$ cat src/rtl/encoder_pkg.sv
`default_nettype none
// ============================================================================
//  Module      : encoder_pkg
//  Description : Shared types and constants for the matrix encoder sequencer:
//                sequencer state encoding, error codes, step identifiers and
//                the geometry of the shared state memory.
//  Revision    : 1.0  initial release
// ============================================================================
package encoder_pkg;

    // Sequencer states
    typedef enum logic [2:0] {
        ST_IDLE   = 3'd0,
        ST_LAUNCH = 3'd1,
        ST_WAIT   = 3'd2,
        ST_NEXT   = 3'd3,
        ST_FIN    = 3'd4,
        ST_ERR    = 3'd5
    } seq_state_t;

    // Error codes reported on err_code
    localparam logic [1:0] ERR_NONE     = 2'b00;
    localparam logic [1:0] ERR_TIMEOUT  = 2'b01;
    localparam logic [1:0] ERR_SPURIOUS = 2'b10;

    // Step unit identifiers, in execution order
    localparam int STEP_COLPARITY = 0;
    localparam int STEP_ROTATE    = 1;
    localparam int STEP_PERMUTE   = 2;
    localparam int STEP_REVAL     = 3;
    localparam int STEP_ADDRC     = 4;

    // Shared state memory geometry
    localparam int LINES  = 64;
    localparam int LINE_W = 25;

endpackage
`default_nettype wire

$ cat src/rtl/step_watchdog.sv
`default_nettype none
// ============================================================================
//  Module      : step_watchdog
//  Description : Per-step cycle watchdog. Counts cycles while enabled and
//                saturates at TIMEOUT-1. 'expire' is raised in the enabled
//                cycle in which the count steps onto TIMEOUT-1, so the owner
//                sees TIMEOUT-1 enabled cycles before reacting.
//  Revision    : 1.0  initial release
//
//  Ports
//    clk     in   1   clock, rising edge
//    rst_n   in   1   asynchronous active-low reset
//    clear   in   1   zero the count (has priority over enable)
//    enable  in   1   count this cycle
//    expire  out  1   limit reached in this enabled cycle
// ============================================================================
module step_watchdog #(
    parameter int TIMEOUT = 4096
) (
    input  logic clk,
    input  logic rst_n,
    input  logic clear,
    input  logic enable,
    output logic expire
);

    localparam int            CW       = (TIMEOUT > 2) ? $clog2(TIMEOUT) : 1;
    localparam logic [CW-1:0] CNT_MAX  = CW'(TIMEOUT - 1);
    localparam logic [CW-1:0] CNT_LAST = CW'(TIMEOUT - 2);

    logic [CW-1:0] r_count;

    always_ff @(posedge clk or negedge rst_n) begin
        if (!rst_n) begin
            r_count <= '0;
        end else if (clear) begin
            r_count <= '0;
        end else if (enable && (r_count != CNT_MAX)) begin
            r_count <= r_count + CW'(1);
        end
    end

    // Count is one below the limit: this enabled cycle lands on TIMEOUT-1.
    assign expire = enable && (r_count >= CNT_LAST);

endmodule
`default_nettype wire

$ cat src/rtl/encoder_step_sequencer.sv
`default_nettype none
// ============================================================================
//  Module      : encoder_step_sequencer
//  Description : Top-level sequencer for the matrix encoder. Runs the step
//                units in fixed order for NUM_ROUNDS rounds, granting the
//                shared state memory to one step at a time. Each step gets a
//                one-cycle start pulse and answers with a done pulse; a
//                watchdog flags a step that never answers.
//  Revision    : 1.0  initial release
//
//  Ports
//    clk        in   1          clock, rising edge
//    rst_n      in   1          asynchronous active-low reset
//    start      in   1          begin encode (accepted in IDLE or ERR)
//    abort      in   1          return to IDLE, overrides everything
//    step_done  in   NUM_STEPS  one-hot done pulse from step units
//    step_en    out  NUM_STEPS  one-hot start pulse to the selected step
//    mem_sel    out  SW         step owning the memory port
//    step_idx   out  SW         current step
//    round_idx  out  RW         current round
//    busy       out  1          encode in progress
//    done       out  1          one-cycle completion pulse
//    error      out  1          sticky error flag
//    err_code   out  2          01 timeout, 10 spurious done, 00 none
// ============================================================================
module encoder_step_sequencer
    import encoder_pkg::*;
#(
    parameter int NUM_STEPS  = 5,
    parameter int NUM_ROUNDS = 24,
    parameter int TIMEOUT    = 4096,
    parameter int SW         = (NUM_STEPS  > 1) ? $clog2(NUM_STEPS)  : 1,
    parameter int RW         = (NUM_ROUNDS > 1) ? $clog2(NUM_ROUNDS) : 1
) (
    input  logic                 clk,
    input  logic                 rst_n,
    input  logic                 start,
    input  logic                 abort,
    input  logic [NUM_STEPS-1:0] step_done,
    output logic [NUM_STEPS-1:0] step_en,
    output logic [SW-1:0]        mem_sel,
    output logic [SW-1:0]        step_idx,
    output logic [RW-1:0]        round_idx,
    output logic                 busy,
    output logic                 done,
    output logic                 error,
    output logic [1:0]           err_code
);

    localparam logic [SW-1:0] LAST_STEP  = SW'(NUM_STEPS - 1);
    localparam logic [RW-1:0] LAST_ROUND = RW'(NUM_ROUNDS - 1);

    seq_state_t           r_state;
    seq_state_t           w_state_next;
    logic [SW-1:0]        r_step;
    logic [SW-1:0]        w_step_next;
    logic [RW-1:0]        r_round;
    logic [RW-1:0]        w_round_next;
    logic [SW-1:0]        r_mem_sel;
    logic                 r_error;
    logic                 w_error_next;
    logic [1:0]           r_err_code;
    logic [1:0]           w_err_code_next;
    logic [NUM_STEPS-1:0] w_step_mask;
    logic                 w_valid_done;
    logic                 w_spurious;
    logic                 w_wd_clear;
    logic                 w_wd_en;
    logic                 w_wd_expire;

    assign w_step_mask  = NUM_STEPS'(1) << r_step;
    assign w_valid_done = |(step_done & w_step_mask);
    assign w_spurious   = |(step_done & ~w_step_mask);

    assign w_wd_clear = (r_state == ST_LAUNCH);
    assign w_wd_en    = (r_state == ST_WAIT);

    step_watchdog #(
        .TIMEOUT (TIMEOUT)
    ) u_watchdog (
        .clk    (clk),
        .rst_n  (rst_n),
        .clear  (w_wd_clear),
        .enable (w_wd_en),
        .expire (w_wd_expire)
    );

    // ------------------------------------------------------------------
    // State register and the registers that move with it
    // ------------------------------------------------------------------
    always_ff @(posedge clk or negedge rst_n) begin
        if (!rst_n) begin
            r_state    <= ST_IDLE;
            r_step     <= '0;
            r_round    <= '0;
            r_mem_sel  <= '0;
            r_error    <= 1'b0;
            r_err_code <= ERR_NONE;
        end else begin
            r_state    <= w_state_next;
            r_step     <= w_step_next;
            r_round    <= w_round_next;
            r_error    <= w_error_next;
            r_err_code <= w_err_code_next;
            // Memory ownership moves only on entry to LAUNCH, so it already
            // points at the new step in its launch cycle and never changes
            // while that step runs.
            if (w_state_next == ST_LAUNCH) begin
                r_mem_sel <= w_step_next;
            end
        end
    end

    // ------------------------------------------------------------------
    // Next-state logic
    // ------------------------------------------------------------------
    always_comb begin
        w_state_next    = r_state;
        w_step_next     = r_step;
        w_round_next    = r_round;
        w_error_next    = r_error;
        w_err_code_next = r_err_code;

        case (r_state)
            ST_IDLE, ST_ERR: begin
                if (start) begin
                    w_state_next    = ST_LAUNCH;
                    w_step_next     = '0;
                    w_round_next    = '0;
                    w_error_next    = 1'b0;
                    w_err_code_next = ERR_NONE;
                end
            end
            ST_LAUNCH: begin
                w_state_next = ST_WAIT;
            end
            ST_WAIT: begin
                // A valid done beats both a stray done and a watchdog expiry.
                if (w_valid_done) begin
                    w_state_next = ST_NEXT;
                end else if (w_spurious) begin
                    w_state_next    = ST_ERR;
                    w_error_next    = 1'b1;
                    w_err_code_next = ERR_SPURIOUS;
                end else if (w_wd_expire) begin
                    w_state_next    = ST_ERR;
                    w_error_next    = 1'b1;
                    w_err_code_next = ERR_TIMEOUT;
                end
            end
            ST_NEXT: begin
                if (r_step != LAST_STEP) begin
                    w_step_next  = r_step + SW'(1);
                    w_state_next = ST_LAUNCH;
                end else if (r_round != LAST_ROUND) begin
                    w_step_next  = '0;
                    w_round_next = r_round + RW'(1);
                    w_state_next = ST_LAUNCH;
                end else begin
                    w_state_next = ST_FIN;
                end
            end
            ST_FIN: begin
                w_state_next = ST_IDLE;
            end
            default: begin
                w_state_next = ST_IDLE;
            end
        endcase

        // Abort wins over everything: indices and error status are frozen.
        if (abort) begin
            w_state_next    = ST_IDLE;
            w_step_next     = r_step;
            w_round_next    = r_round;
            w_error_next    = r_error;
            w_err_code_next = r_err_code;
        end
    end

    // ------------------------------------------------------------------
    // Outputs
    // ------------------------------------------------------------------
    assign step_en   = ((r_state == ST_LAUNCH) && !abort) ? w_step_mask : '0;
    assign mem_sel   = r_mem_sel;
    assign step_idx  = r_step;
    assign round_idx = r_round;
    assign busy      = (r_state == ST_LAUNCH) || (r_state == ST_WAIT) ||
                       (r_state == ST_NEXT);
    assign done      = (r_state == ST_FIN) && !abort;
    assign error     = r_error;
    assign err_code  = r_err_code;

endmodule
`default_nettype wire

$ cat config.mk
export PLATFORM = sky130hd
export DESIGN_NAME = encoder_step_sequencer
export DESIGN_NICKNAME = d
export VERILOG_FILES = /design/src/rtl/encoder_pkg.sv /design/src/rtl/step_watchdog.sv /design/src/rtl/encoder_step_sequencer.sv
export SDC_FILE = /design/constraint.sdc
export NUM_CORES = 1
export LEC_CHECK = 0
export BUFFER_PORTS_ARGS = -buffer_cell sky130_fd_sc_hd__clkbuf_2
export CORE_MARGIN = 10
export CORE_UTILIZATION = 59
export CTS_BUF_LIST = sky130_fd_sc_hd__clkbuf_4 sky130_fd_sc_hd__clkbuf_8
export DETAILED_ROUTE_END_ITERATION = 10
export PLACE_DENSITY = 0.85
export SLEW_MARGIN = 30
export SYNTH_ARGS = -nofsm -noshare
export SYNTH_HDL_FRONTEND = slang
export SYNTH_HIERARCHICAL = 1
export SYNTH_SLANG_ARGS = --single-unit
$ cat constraint.sdc
create_clock -name clk -period 2.4 [get_ports clk]
set_clock_uncertainty 0.1 [all_clocks]
set_input_delay 0.48 -clock clk [delete_from_list [all_inputs] [get_ports clk]]
set_output_delay 0.48 -clock clk [all_outputs]
set_load 0.05 [all_outputs]
Word-level counts from Yosys, hierarchy flattened
Cells that the tools add are included.
- logic and storage cells: 76
- flip-flop bits (word level): 29
- input port bits: 9
- RAM bits: 0
- memories kept: 0
- memory bits (read-only): 0
- bits in latches: 0
- shift operators: 1
- reductions and logical operators: 16
- equality and inequality tests: 14
- multiply operators: 0
- bitwise gates (word level): 4
- muxes and demuxes: 30
- div/mod/pow operators: 0
- add/sub/neg operators: 3
- $lt $le $gt $ge: 1
- operators with widths (cell ; number):
    two-way mux 3 bit ; 11
    two-way mux 12 bit ; 2
    two-way mux 5 bit ; 4
    adder 12 x 1 -> 12 bit, second input constant ; 1
    >= comparator 12 bit, second input constant ; 1
    != test 12 bit, second input constant ; 1
    case mux 3 bit (4 select lines) ; 1
    AND 5 bit ; 2
    case mux 5 bit (2 select lines) ; 1
    AND reduction 5 bit ; 2
    OR reduction 5 bit ; 2
    two-way mux 2 bit ; 4
    != test 2 bit, second input constant ; 4
    == test 3 x 1 -> 1 bit, second input constant ; 2
    == test 3 x 2 -> 1 bit, second input constant ; 2
    == test 3 bit, second input constant ; 2
    != test 3 bit, second input constant ; 2
    case mux 3 bit (2 select lines) ; 1
    nonzero test 2 bit ; 3
    adder 5 x 1 -> 5 bit, second input constant ; 1
    != test 5 bit, second input constant ; 1
    NOT 5 bit ; 1
    << shifter 1 x 3 -> 5 bit, first input constant ; 1
    logical AND 1 bit ; 4
    other kinds (9) ; 13

Logic depth before layout (Yosys ltp)
Gate-level depths: netlist (run 1).
- depth after elaboration: 9
- mapped depth: 9
- mapped depth without buffers: 7

By module
The synthesis (run 1) kept the hierarchy.
- by module, submodules not included (module ; cells an instance ; instances ; area an instance (sq um)):
    encoder_step_sequencer ; 132 ; 1 ; 1234.9
    step_watchdog ; 74 ; 1 ; 720.7

Least setup slack after synthesis (run 1)
Ideal clock, no wire load.
- path type: flip-flop to output port
- from: register r_state[1]
- to: output port step_en[2]
- setup slack: -0.862 ns
- path buffers: 2
- arrival: 2.682 ns
- cell stages (with the launch flop): 6
- cell sequence: dfrtp_1 buf_6 nand2b_1 or2_2 clkbuf_1 nor4b_1
- word-level cells in the longest chain between the ends: 3
- ends and longest elaborated chain (item ; line ; RTL):
    start: declaration ; encoder_step_sequencer.sv:53 ; seq_state_t r_state;
    start signal: assignment ; encoder_step_sequencer.sv:100 ; r_state <= w_state_next;
    == test 3 x 1 -> 1 bit ; encoder_step_sequencer.sv:184 ; assign step_en = ((r_state == ST_LAUNCH) && !abort) ? w_step_mask : '0;
    logical AND 1 bit ; encoder_step_sequencer.sv:184 ;
    two-way mux 5 bit ; encoder_step_sequencer.sv:184 ;
    end: declaration ; encoder_step_sequencer.sv:40 ; output logic [NUM_STEPS-1:0] step_en,
No other way between the ends.

Worst setup path after layout (run 1)
- from: register r_step[1] (netlist: step_idx[1])
- to: output port step_en[1]
- word-level cells in the longest chain between the ends: 2
- ends and longest elaborated chain (item ; line ; RTL):
    start: declaration ; encoder_step_sequencer.sv:55 ; logic [SW-1:0] r_step;
    start signal: assignment ; encoder_step_sequencer.sv:101 ; r_step <= w_step_next;
    << shifter 1 x 3 -> 5 bit ; encoder_step_sequencer.sv:71 ; assign w_step_mask = NUM_STEPS'(1) << r_step;
    two-way mux 5 bit ; encoder_step_sequencer.sv:184 ;
No other way between the ends.

==> run metrics, run 1 <==
CTS clock-pin slew for the worst setup and hold paths 0.09 ns; final number of max-transition violations 0; Tightest Pin Transition 0.698 ns; clk_lat worst skew 0.32 ns; Final #Nets 257; switching share of power 34.7%; synth warn 6; cell area power density 534 nW/µm²; Leak Pwr 1.00 nW; crit-path max FO 4; Area contributors post-synth dfrtp_1, ha_1, o21ai_0; reg2reg end u_watchdog/r_count[11]; via count of the first global-routing pass 1660; GRT Util Overall 14.9%; Max Buffers Root-to-Sink 2; first-pass GRT wire length 7530 µm; DRC errors left 0; most instantiated cells after synthesis dfrtp_1, inv_1, nor2_1, o21ai_0, nand2_1; Mapped Area 1960 µm²; switching pwr 0.000420 W; Root Buffer clkbuf_4; Max IR drop VDD 410 µV; arrival time worst endpoint 1.68 ns; Distinct cells, synth 59; share of the synthesized area in the top cell type 37.1%; f_max 443 MHz; Tmin final 2.26 ns; Die Area 6020 µm²; via count 1684; cts hold-fix bufs 0; worst hold path type primary input to asynchronous set/reset pin; width of the die 77.6 µm; row cnt 20; Syn Inst Count 206; gr ovfl total 0; drt pass-1 iters 4; CTS tree done; Logic pwr share 29.3%; Max Cap Viol 0; Setup violations, final 0; IO Port Bufs 29; critical path type flop to output port; final-report hold violation count 0; diodes inserted 0; RSZ-0062 raised after global routing no; Mean Syn Cell Area 9.49 µm²; initial antenna violation count 0; CP Launch Type flop; status complete, no violations; post-synthesis sequential area ratio 37.1%; setup ws final 0.145 ns; routed wire length per instance 15.5 µm; share of post-route cells with drive strength above 1 25.8%; I/O pin cnt 30; core area 3100 µm²; Post-synth EDFFs 0; DPL Wire Length 3400 µm; Synth Register Bits 29; R2R Path Start r_state[2]; period utilisation layout 94.0%; crit path launch step_idx[1]; Critical Path End Type output port; Worst R2R Setup Slack 0.23 ns; Post-synth ARST share 100%; area grow syn2layout 15.8%; Clk pwr share 25.3%; Top FF cell, synth dfrtp_1; Die H 77.6 µm; r2r worst-path depth 7; Max-slew headroom 53.4%; Vias/cell 5.93; initial DRC count 194; TritonCTS Buffers 5; Reg power frac 45.4%; GPL Wtd Cong 0.925; Final TNS setup 0 ns; placed cell count 276; required time worst endpoint 1.82 ns; Pint 0.000789 W; Antenna Nets Post-Route 0; pre-CTS WS 0.251 ns; largest net degree at the start of global routing 30; Synth area leader dfrtp_1; Clock Sinks 29; Total Wirelength 4410 µm; most numerous cell in the Yosys netlist dfrtp_1; Post-Layout Cell Count 284; total number of H-tree levels 2; Initial Util 63.0%; post-synthesis net count 223
## placed cells by master, fill, tap and decap left out, types with 3 or more instances in the layout
| cell | Yosys | routed |
|---|---|---|
| mux2i_1 | 3 | 3 |
| ha_1 | 8 | 7 |
| nor3_1 | 5 | 4 |
| or4_1 | 5 | 5 |
| nand2_1 | 11 | 11 |
| dfrtp_1 | 29 | 27 |
| clkbuf_2 | 0 | 27 |
| nor2_1 | 12 | 12 |
| o21ai_0 | 12 | 12 |
| nand2b_1 | 5 | 5 |
| o31ai_1 | 7 | 7 |
| clkbuf_4 | 0 | 6 |
| nand3_1 | 6 | 6 |
| o21a_1 | 6 | 6 |
| buf_4 | 1 | 7 |
| a22oi_1 | 3 | 3 |
| a21oi_1 | 9 | 9 |
| nand4b_1 | 4 | 4 |
| inv_1 | 16 | 16 |
## flip-flops by register name, indices dropped and copies added, names as in the netlist
signal              flops
u_watchdog/r_count     12
r_state                 3
round_idx               5
err_code                2
step_idx                3
error                   1
mem_sel                 3
## per-layer routing
| layer | vias to the layer above | routed length [µm] | track usage, % | share of wire [%] |
|---|---|---|---|---|
| met1 | 808 | 1900 | 17.2 | 43 |
| met5 | - | 0 | 0 | 0 |
| li1 | 835 | - | - | - |
| met4 | 0 | 32 | 4.38 | 0.73 |
| met2 | 37 | 2220 | 25.8 | 50 |
| met3 | 4 | 259 | 4.49 | 5.9 |
## power groups by stage
| stage | Clock (W) | Sequential [W] | Combinational (W) |
|---|---|---|---|
| finish | 0.000306 | 0.000549 | 0.000354 |
| global route | 0.000343 | 0.000556 | 0.000394 |
| CTS | 0.000318 | 0.000550 | 0.000349 |
| detailed placement | 0 | 0.000563 | 0.000341 |
| global placement | 0 | 0.000561 | 0.000336 |
| floorplan | 0 | 0.000591 | 0.000222 |
## area by class of cell
class	instances	area [µm²]
fillers	246	838
well taps	44	55.1
inverters	16	60.1
flip-flops and latches	29	728
multi-input cells	153	1160
repair buffers	35	201
clock buffers	7	58.8
## what timing repair did
action                     in CTS  in global routing
buffers inserted                1                  0
pin swaps                       0                  0
setup endpoints to repair       5                  4
resized for setup               3                  7
cloned                          0                  0
## metrics by stage
stage                     instance area (µm²)  total power [W]  hold WS (ns)  utilization [%]
after floorplan                          1980         0.000813        0.0844                -
after global placement                   2170         0.000897         0.401             70.0
after detailed placement                 2170         0.000904         0.397             70.0
after CTS                                2250          0.00122         0.111             72.4
after global routing                     2260          0.00129         0.122             73.0
final                                    2260          0.00121        0.0906             73.0
## worst max-delay path by stage
stage | depth (start not counted) | slack [ns] | to
after detailed placement | 4 | 0.25 | step_en[2]
after global placement | 4 | 0.29 | step_en[2]
final | 5 | 0.14 | step_en[1]
after floorplan | 5 | -0.21 | step_en[2]
after CTS | 5 | 0.01 | step_en[0]
after global routing | 5 | 0.005 | step_en[0]
## cell families (layout without fill, tap and decap cells)
group	count (synthesis)	count (layout)	synth area share, %
and+or+nand+nor	79	79	25.6
AOI/OAI and AO/OA	59	59	23.0
DFF	29	29	37.1
buffers and inverters	24	58	5.69
adders and majority gates	8	8	5.12
muxes	4	4	2.11
xor gates and xnor gates	3	3	1.34
## critical path: stages (launching register included)
cell      delay (ns)
dfrtp_1         0.42
inv_1           0.12
ha_1            0.18
inv_1           0.06
nor4_2          0.26
clkbuf_2        0.32
Note: power is estimated with default switching activity, not from simulation.
==> inputs of run 2 (changes only) <==
==> constraint.sdc (replaced) <==
create_clock -name clk -period 2.1 [get_ports clk]
set_clock_uncertainty 0.1 [all_clocks]
set_input_delay 0.42 -clock clk [delete_from_list [all_inputs] [get_ports clk]]
set_output_delay 0.42 -clock clk [all_outputs]
set_load 0.05 [all_outputs]
==> run metrics, run 2 (synthesis gave the netlist of run 1 again) <==
via count of the first global-routing pass 1707 (was 1660); Vias/cell 6.00 (was 5.93); routed wire length per instance 16.8 µm (was 15.5 µm); DPL Wire Length 3540 µm (was 3400 µm); total number of H-tree levels 2 (unchanged); Tightest Pin Transition 0.726 ns (was 0.698 ns); design area 2520 µm² (was 2260 µm²); Antenna Nets Post-Route 0 (unchanged); Max Cap Viol 0 (unchanged); drt pass-1 iters 4 (unchanged); Max IR drop VDD 477 µV (was 410 µV); status finished, violations left (was complete, no violations); Clock Sinks 29 (unchanged); GRT Util Overall 16.0% (was 14.9%); share of post-route cells with drive strength above 1 35.7% (was 25.8%); Root Buffer clkbuf_4 (unchanged); Tmin final 2.17 ns; DRC errors left 0 (unchanged); via count 1777 (was 1684); cell area power density 571 nW/µm² (was 534 nW/µm²); Final #Nets 268 (was 257); slowest cell on the critical path dfrtp_2 (was dfrtp_1); TritonCTS Buffers 5 (unchanged); CTS tree done (unchanged); IO Port Bufs 29 (unchanged); clk_lat worst skew 0.32 ns (about the same); Top Family by Delay on Critical Path simple AND/OR/NAND/NOR gates (was buffers and inverters); first-pass GRT wire length 8010 µm (was 7530 µm); RSZ-0062 raised after global routing yes (was no); Initial Util 63.0% (unchanged); area grow syn2layout 28.8% (was 15.8%); most frequent cells in the layout dfrtp_1, clkbuf_2, buf_4 (was dfrtp_1, clkbuf_2, inv_1); CP Launch Type flop (unchanged); Critical Path End Type output port (unchanged); CTS clock-pin slew for the worst setup and hold paths 0.10 ns (was 0.09 ns); Crit path buffers/inverters 1 (was 3); GPL Wtd Cong 0.904 (was 0.925); Multi-input gate area 1270 µm² (was 1160 µm²); largest net degree at the start of global routing 30 (unchanged); Die H 77.6 µm (unchanged); initial antenna violation count 0 (unchanged); Fill cells 205 (was 246); gr ovfl total 0 (unchanged); cts hold-fix bufs 0 (unchanged); initial DRC count 211 (was 194); width of the die 77.6 µm (unchanged); worst hold path type primary input to asynchronous set/reset pin (unchanged); core area 3100 µm² (unchanged); failing checks setup timing; Reg area 731 µm² (was 728 µm²); final number of max-transition violations 0 (unchanged); Die Area 6020 µm² (unchanged); Max Buffers Root-to-Sink 2 (unchanged); crit path cell chain nand2b_4, or2_4, nor4b_4, clkbuf_8 (was inv_1, ha_1, inv_1, nor4_2, clkbuf_2); I/O pin cnt 30 (unchanged); f_max 461 MHz; final-report hold violation count 0 (unchanged); commonest non-fill, non-tap cell in the layout dfrtp_1; Largest register FFs 12 (unchanged); Reg with most FFs u_watchdog/r_count (unchanged); WHS 0.0333 ns (was 0.0906 ns); row cnt 20 (unchanged); Critical Path Max Stage Delay 0.47 ns (was 0.42 ns); Total Wirelength 4970 µm (was 4410 µm); Cell Area, Placed 2250 µm² (was 2170 µm²); final core occ 81.2% (was 73.0%); Setup violations, final 5 (was 0); arrival time worst endpoint 1.65 ns (was 1.68 ns); required time worst endpoint 1.58 ns (was 1.82 ns); period utilisation layout 103%; Leak Pwr 1.10 nW (was 1.00 nW); Max-slew headroom 51.6% (was 53.4%); setup ws final -0.0700 ns (was 0.145 ns); diodes inserted 0 (unchanged); critical path type flop to output port (unchanged); crit-path max FO 7 (was 4)
[run 2: area by class of cell]
cell class / count / area share [%]
multi-input cells: 153 / 50.6
well taps: 44 / 2.19
inverters: 16 / 2.48
repair buffers: 46 / 13.6
clock buffers: 5 / 1.49
flip-flops and latches: 29 / 29.0
clock inverters: 3 / 0.695
[run 2: worst paths after layout]
check | startpoint | to | slack [ns] | depth (start not counted)
setup / recovery | r_state[0] | step_en[2] | -0.07 | 4
hold / removal | rst_n | u_watchdog/r_count[8] | 0.03 | 1
setup reg to reg | r_state[2] | u_watchdog/r_count[7] | 0.06 | 7
hold reg to reg | mem_sel[1] | mem_sel[1] | 0.42 | 2
max in group asynchronous | rst_n | step_idx[0] | 1.36 | 1
min in group clk | mem_sel[1] | mem_sel[1] | 0.42 | 2
[run 2: routing by layer]
metal | part of all wire [%] | wire, µm | up-vias | track usage (%)
met5 | 0 | 0 | - | 0
met4 | 0.91 | 45 | 0 | 6.02
met3 | 4.4 | 217 | 6 | 4.26
met2 | 53 | 2620 | 39 | 27.7
met1 | 42 | 2080 | 868 | 18.4
li1 | - | - | 864 | -
[run 2: what timing repair did]
action	4_1_cts	5_1_grt
resized for setup	20	18
pin swaps	6	4
setup buffers	5	5
endpoints found under the hold margin	0	0
setup endpoints to repair	5	15
[run 2: report_power, final]
part | internal [W] | total [W] | switching, W
Sequential | 0.000596 | 0.000642 | 0.0000458
Clock | 0.000126 | 0.000322 | 0.000196
Combinational | 0.000176 | 0.000474 | 0.000297
Total | 0.000899 | 0.00144 | 0.000539
[run 2: stage by stage]
step / std cells / setup WS, ns / TNS, ns / power [W]
after global routing: 296 / -0.151 / -0.765 / 0.00152
final: 296 / -0.0700 / -0.249 / 0.00144
after CTS: 291 / -0.139 / -0.151 / 0.00142
after global placement: 278 / 0.105 / 0 / 0.00105
after detailed placement: 278 / 0.0484 / 0 / 0.00106
after floorplan: 206 / -0.0958 / -0.233 / 0.000956
